--- src/rtl/pc_sequencer.sv ---
// pc_sequencer: program counter and micro-step (T-state) sequencer for the
// accumulator CPU. Supplies the instruction address and step count to the
// control decoder and handles absolute/indirect jumps, call/return through a
// small LIFO of return addresses, halt/resume, and sticky stack error flags.
module pc_sequencer #(
   parameter int ADDR_W      = 4,
   parameter int DATA_W      = 4,
   parameter int STEPS       = 16,
   parameter int STEP_W      = $clog2(STEPS),
   parameter int STACK_DEPTH = 4
) (
   input  logic              clk,
   input  logic              rst_n,
   input  logic              en,
   input  logic              jmp_req,
   input  logic              jmp_cond,
   input  logic              flag,
   input  logic              jmp_sel,
   input  logic [ADDR_W-1:0] jmp_addr,
   input  logic [DATA_W-1:0] acc_in,
   input  logic              call_req,
   input  logic              ret_req,
   input  logic              halt,
   input  logic              resume,
   output logic [ADDR_W-1:0] pc,
   output logic [STEP_W-1:0] step,
   output logic              instr_strobe,
   output logic              halted,
   output logic              stack_ovf,
   output logic              stack_unf
);

   // Stack depth counter spans 0..STACK_DEPTH inclusive, so it needs one more
   // code than the entry index.
   localparam int CNT_W = $clog2(STACK_DEPTH + 1);
   localparam int IDX_W = (STACK_DEPTH > 1) ? $clog2(STACK_DEPTH) : 1;

   localparam logic [STEP_W-1:0] LAST_STEP = STEP_W'(STEPS - 1);
   localparam logic [CNT_W-1:0]  FULL_CNT  = CNT_W'(STACK_DEPTH);
   localparam logic [CNT_W-1:0]  CNT_ONE   = CNT_W'(1);
   localparam logic [ADDR_W-1:0] PC_ONE    = ADDR_W'(1);
   localparam logic [STEP_W-1:0] STEP_ONE  = STEP_W'(1);

   typedef enum logic {
      S_RUN  = 1'b0,
      S_HALT = 1'b1
   } state_t;

   state_t            state_q, state_d;
   logic [ADDR_W-1:0] pc_q, pc_d;
   logic [STEP_W-1:0] step_q, step_d;
   logic              strobe_q, strobe_d;
   logic [CNT_W-1:0]  cnt_q, cnt_d;
   logic              ovf_q, unf_q;
   logic              ovf_set, unf_set;
   logic              push;
   logic              advance;

   logic [ADDR_W-1:0] stack_mem [STACK_DEPTH];
   logic [IDX_W-1:0]  wr_idx, rd_idx;
   logic [ADDR_W-1:0] stack_top;

   logic [ADDR_W-1:0] target;
   logic [ADDR_W-1:0] pc_inc;
   logic              taken;
   logic              full;
   logic              empty;

   // Accumulator targets are resized to the address width: LSBs kept,
   // zero-extended when narrower.
   assign target    = jmp_sel ? ADDR_W'(acc_in) : jmp_addr;
   assign taken     = !jmp_cond || flag;
   assign pc_inc    = pc_q + PC_ONE;
   assign full      = (cnt_q == FULL_CNT);
   assign empty     = (cnt_q == '0);
   assign wr_idx    = IDX_W'(cnt_q);
   assign rd_idx    = IDX_W'(cnt_q - CNT_ONE);
   assign stack_top = stack_mem[rd_idx];

   // State register: pc, step, strobe, stack depth, run/halt state, sticky flags.
   // NOTE: sequential state uses non-blocking assignments so every register
   // samples pre-edge values regardless of statement order.
   always_ff @(posedge clk or negedge rst_n) begin
      if (!rst_n) begin
         state_q  <= S_RUN;
         pc_q     <= '0;
         step_q   <= '0;
         strobe_q <= 1'b0;
         cnt_q    <= '0;
         ovf_q    <= 1'b0;
         unf_q    <= 1'b0;
      end else begin
         state_q  <= state_d;
         pc_q     <= pc_d;
         step_q   <= step_d;
         strobe_q <= strobe_d;
         cnt_q    <= cnt_d;
         ovf_q    <= ovf_q | ovf_set;
         unf_q    <= unf_q | unf_set;
      end
   end

   // Return-address storage: a push writes the slot just above the current top.
   // NOTE: the array is deliberately not reset; the depth counter alone says
   // which entries are valid, so stale contents are never observed.
   always_ff @(posedge clk) begin
      if (push) begin
         stack_mem[wr_idx] <= pc_inc;
      end
   end

   // Next-state logic: request priority ret > call > jmp > sequential, halt/resume.
   // NOTE: every signal written here gets a default first so no path can
   // leave it unassigned and infer a latch.
   always_comb begin
      state_d  = state_q;
      pc_d     = pc_q;
      step_d   = step_q;
      strobe_d = 1'b0;
      cnt_d    = cnt_q;
      push     = 1'b0;
      ovf_set  = 1'b0;
      unf_set  = 1'b0;
      advance  = 1'b0;

      case (state_q)
         S_RUN: begin
            if (en) begin
               advance = 1'b1;
               if (halt) begin
                  // Freeze at the current pc/step; same-cycle requests are dropped.
                  state_d = S_HALT;
                  advance = 1'b0;
               end else if (ret_req) begin
                  if (!empty) begin
                     pc_d     = stack_top;
                     step_d   = '0;
                     strobe_d = 1'b1;
                     cnt_d    = cnt_q - CNT_ONE;
                     advance  = 1'b0;
                  end else begin
                     unf_set = 1'b1;
                  end
               end else if (call_req) begin
                  if (taken && !full) begin
                     push     = 1'b1;
                     pc_d     = target;
                     step_d   = '0;
                     strobe_d = 1'b1;
                     cnt_d    = cnt_q + CNT_ONE;
                     advance  = 1'b0;
                  end else if (taken) begin
                     ovf_set = 1'b1;
                  end
               end else if (jmp_req && taken) begin
                  pc_d     = target;
                  step_d   = '0;
                  strobe_d = 1'b1;
                  advance  = 1'b0;
               end

               if (advance) begin
                  if (step_q == LAST_STEP) begin
                     step_d   = '0;
                     pc_d     = pc_inc;
                     strobe_d = 1'b1;
                  end else begin
                     step_d = step_q + STEP_ONE;
                  end
               end
            end
         end

         S_HALT: begin
            if (en && resume && !halt) begin
               state_d = S_RUN;
            end
         end

         default: begin
            state_d = S_RUN;
         end
      endcase
   end

   assign pc           = pc_q;
   assign step         = step_q;
   assign instr_strobe = strobe_q;
   assign halted       = (state_q == S_HALT);
   assign stack_ovf    = ovf_q;
   assign stack_unf    = unf_q;

endmodule

--- config.mk ---
export PLATFORM = sky130hd
export DESIGN_NAME = pc_sequencer
export DESIGN_NICKNAME = d
export VERILOG_FILES = /design/src/rtl/pc_sequencer.sv
export SDC_FILE = /design/constraint.sdc
export NUM_CORES = 1
export LEC_CHECK = 0
export CAP_MARGIN = 20
export CORE_ASPECT_RATIO = 0.75
export CORE_MARGIN = 2
export CORE_UTILIZATION = 51
export DETAILED_ROUTE_END_ITERATION = 10
export PLACE_DENSITY = 0.79
export SLEW_MARGIN = 20
export SYNTH_ARGS = -nofsm -noshare
export SYNTH_HDL_FRONTEND = slang
export SYNTH_SLANG_ARGS = --single-unit
export TNS_END_PERCENT = 10
--- constraint.sdc ---
create_clock -name clk -period 2 [get_ports clk]
set_input_delay 0.2 -clock clk [delete_from_list [all_inputs] [get_ports clk]]
set_output_delay 0.2 -clock clk [all_outputs]
set_load 0.01 [all_outputs]
==> summary.json, run 1 <==
{
  "synth_edf_count": {"value": 16},
  "dr.pass1.iters": {"value": 4},
  "finalMaxSlewViolations": {"value": 0},
  "synth_top_area_share": {"value": 0.2970},
  "floorplan.die.width": {"value": 69.04, "unit": "um"},
  "finalClockSkew": {"value": 0.005673, "unit": "ns"},
  "cts.repair_timing.setup_buffer_count": {"value": 0},
  "postRouteAntennaNets": {"value": 0},
  "status": {"value": "finished clean"},
  "power_leakage": {"value": 0.0008605, "unit": "uW"},
  "cts_buffer_depth": {"value": 2},
  "unrepaired_setup_endpoints_after_global_routing": {"value": "false"},
  "yosysSeqAreaShare": {"value": 0.5290},
  "cell_internal_pwr": {"value": 1642, "unit": "uW"},
  "post-synth-top-area-cell": {"value": "sky130_fd_sc_hd__edfxtp_1"},
  "rows": {"value": 17},
  "htree_levels": {"value": 2},
  "initial_antenna_violation_count": {"value": 0},
  "die_area": {"value": 3643, "unit": "sq um"},
  "most-common-layout-cells": {"value": "sky130_fd_sc_hd__clkdlybuf4s50_1, sky130_fd_sc_hd__edfxtp_1, sky130_fd_sc_hd__dfrtp_1, sky130_fd_sc_hd__nand2_1, sky130_fd_sc_hd__buf_4"},
  "max_cap_violations": {"value": 0},
  "crit_path_time_final": {"value": 1.874, "unit": "ns"},
  "vias_per_cell": {"value": 5.790},
  "yosys_warnings": {"value": 0},
  "cts_hold_buf": {"value": 0},
  "finish.utilization": {"value": 0.7122},
  "worst-path-max-fanout": {"value": 4},
  "clk_pin_slew": {"value": 0.07, "unit": "ns"},
  "clock-sinks": {"value": 31},
  "crit_type": {"value": "reg2reg"},
  "gr-total-overflow": {"value": 0},
  "detail_route.wirelength": {"value": 3447, "unit": "um"},
  "finalSetupTns": {"value": 0, "unit": "ns"},
  "post_dp_hpwl": {"value": 2641, "unit": "um"},
  "syn-mean-instance-area": {"value": 12.54, "unit": "sq um"},
  "mostFrequentLayoutCell": {"value": "sky130_fd_sc_hd__clkdlybuf4s50_1"},
  "clkPwrFrac": {"value": 0.250},
  "slew_headroom": {"value": 0.5080},
  "die_y": {"value": 52.78, "unit": "um"},
  "critical_path.reg2reg.startpoint": {"value": "cnt_q[1]"},
  "nets": {"value": 197},
  "drt_first_iter_violations": {"value": 87},
  "clk-insertion-delay-late": {"value": 0.28, "unit": "ns"},
  "number_of_global_route_vias_before_repair": {"value": 1205},
  "post_cts_resized": {"value": 1},
  "yosysUniqueCellTypes": {"value": 39},
  "power_frac_seq": {"value": 0.387},
  "syn_area": {"value": 1618, "unit": "sq um"},
  "antenna_cells": {"value": 0},
  "synthesis.nets": {"value": 155},
  "synth-seq-cells": {"value": 31},
  "ff_to_ff_end": {"value": "pc[3]"},
  "initial_utilization": {"value": 0.5433},
  "grt_first_pass_wirelength": {"value": 5664, "unit": "um"},
  "critical_path.endpoint_type": {"value": "register"},
  "final_setup_violation_count": {"value": 0},
  "io_pins": {"value": 31},
  "worst-endpoint-required": {"value": 2.22, "unit": "ns"},
  "layout_cell_share_with_drive_strength_beyond_1": {"value": 0.1337},
  "ys_dominant_reg_cell": {"value": "sky130_fd_sc_hd__edfxtp_1"},
  "timing.final.crit_share": {"value": 0.9369},
  "tritoncts": {"value": "built"},
  "min_path_type": {"value": "in2async"},
  "worstPathArrival": {"value": 2.10, "unit": "ns"},
  "route.detailed.drc": {"value": 0},
  "buffer_ports.inserted": {"value": 30},
  "cellPowerDensity": {"value": 1119, "unit": "nW/um^2"},
  "critPathLaunchType": {"value": "register"},
  "flow.area_growth_from_synthesis": {"value": 31.09, "unit": "%"},
  "hold_viol": {"value": 0},
  "core": {"value": 2978, "unit": "sq um"},
  "r2r_cells": {"value": 6},
  "max_freq": {"value": 533.7, "unit": "MHz"},
  "max_vdd_drop": {"value": 761.0, "unit": "uV"},
  "wire_length_per_cell": {"value": 16.41, "unit": "um"},
  "synth.top_cells.by_area": {"value": "sky130_fd_sc_hd__edfxtp_1, sky130_fd_sc_hd__dfrtp_1, sky130_fd_sc_hd__ha_1, sky130_fd_sc_hd__mux4_1, sky130_fd_sc_hd__nand2b_1"},
  "rrSetupSlack": {"value": 0.13, "unit": "ns"},
  "clockRootBuffer": {"value": "sky130_fd_sc_hd__clkbuf_8"},
  "power_switching_share": {"value": 0.3080},
  "grt_start_max_net_pins": {"value": 16},
  "netSwitchingPower": {"value": 730.8, "unit": "uW"},
  "numCtsBuffers": {"value": 5},
  "tightestPinTransition": {"value": 0.7356, "unit": "ns"},
  "p_comb_frac": {"value": 0.363},
  "place_congestion": {"value": 0.8444},
  "groute.usage.overall": {"value": 0.2113},
  "num_vias": {"value": 1216},
  "netlist_instances": {"value": 129},
  "asr_flop_ratio_synth": {"value": 0.4839}
}
[cell families after synthesis]
group	after synthesis	share of synthesized area
compound gates	23	0.1067
xor+xnor	5	0.02707
fa+ha+maj	7	0.05414
buf+inv	12	0.03789
flops	31	0.5290
mux	9	0.09513
simple gates	42	0.1500
[layout make-up]
cell class | instances | area [sq um]
clock buffer | 5 | 68.82
clock inverter | 3 | 38.79
fill | 203 | 857.1
inverter | 8 | 30.03
multi-input combinational | 86 | 711.9
sequential | 31 | 855.8
tap | 38 | 47.55
timing repair buffer | 39 | 367.9
[metrics by stage]
stage | power [uW] | area [sq um] | hold slack, ns | setup slack, ns | cells
6_report | 2372 | 2121 | 0.3508 | 0.1261 | 210
4_1_cts | 2381 | 2110 | 0.3696 | 0.07276 | 210
3_3_place_gp | 1743 | 2002 | 0.4767 | 0.08337 | 202
5_1_grt | 2525 | 2121 | 0.4024 | 0.01567 | 210
2_1_floorplan | 1420 | 1618 | -0.09559 | 0.1067 | 129
3_5_place_dp | 1776 | 2002 | 0.4644 | 0.01824 | 202
[how the worst max path moves through the flow]
stage | start | endpoint | cells past startpoint | slack, ns
after global routing | cnt_q[1] | pc[3] | 6 | 0.02
after detailed placement | cnt_q[1] | pc[3] | 7 | 0.02
after floorplan | cnt_q[0] | pc[0] | 8 | 0.11
after CTS | cnt_q[1] | pc[0] | 7 | 0.07
after global placement | en | pc[3] | 5 | 0.08
final | cnt_q[1] | pc[3] | 6 | 0.13
[synthesized netlist by cell type, types with 2 or more instances]
cell type                   n
sky130_fd_sc_hd__a211o_1    2
sky130_fd_sc_hd__a221o_1    2
sky130_fd_sc_hd__a31oi_1    2
sky130_fd_sc_hd__and2_1     5
sky130_fd_sc_hd__and3_1     2
sky130_fd_sc_hd__buf_6      2
sky130_fd_sc_hd__dfrtp_1   15
sky130_fd_sc_hd__edfxtp_1  16
sky130_fd_sc_hd__ha_1       7
sky130_fd_sc_hd__inv_1      8
sky130_fd_sc_hd__mux2_2     2
sky130_fd_sc_hd__mux2i_1    3
sky130_fd_sc_hd__mux4_1     3
sky130_fd_sc_hd__nand2_1    9
sky130_fd_sc_hd__nand2b_1   6
sky130_fd_sc_hd__nand3_1    6
sky130_fd_sc_hd__nor2_1     2
sky130_fd_sc_hd__nor2b_1    3
sky130_fd_sc_hd__nor3_1     2
sky130_fd_sc_hd__nor4_1     2
sky130_fd_sc_hd__o21ai_0    5
sky130_fd_sc_hd__o22ai_1    4
sky130_fd_sc_hd__o31ai_1    2
sky130_fd_sc_hd__xnor2_1    3
sky130_fd_sc_hd__xor2_1     2
[routing by layer]
metal  wire, um  share of wire  GRT usage
met5          0              0          0
met3        296          0.086    0.07885
met2       1657           0.48     0.3510
met4         31         0.0090    0.07190
met1       1461           0.42     0.2584
[power groups by stage]
| stage | combinational, uW | clock [uW] | sequential (uW) |
|---|---|---|---|
| 6_report | 862 | 593 | 917 |
| 5_1_grt | 949 | 641 | 934 |
| 3_5_place_dp | 853 | 0 | 923 |
| 2_1_floorplan | 481 | 0 | 939 |
| 3_3_place_gp | 828 | 0 | 915 |
| 4_1_cts | 861 | 607 | 912 |
[flip-flops by register name (all words and copies together), names as in the netlist]
signal        flops
pc                4
stack_mem        16
halted            1
step              4
instr_strobe      1
stack_unf         1
cnt_q             3
stack_ovf         1
[critical path, stage by stage, from the launching register on]
cell and delay (ns):
sky130_fd_sc_hd__dfrtp_1 0.38, sky130_fd_sc_hd__inv_1 0.10, sky130_fd_sc_hd__ha_1 0.23, sky130_fd_sc_hd__nor2b_2 0.19
sky130_fd_sc_hd__or4bb_1 0.55, sky130_fd_sc_hd__o22ai_1 0.23, sky130_fd_sc_hd__a221o_1 0.14
(Power assumes the default switching activity.)
==> run 2: changes to the inputs <==
- CTS_CLUSTER_SIZE: default -> 8
==> results of run 2 <==
Same layout as run 1: the final DEF is identical, and so are final timing and power.
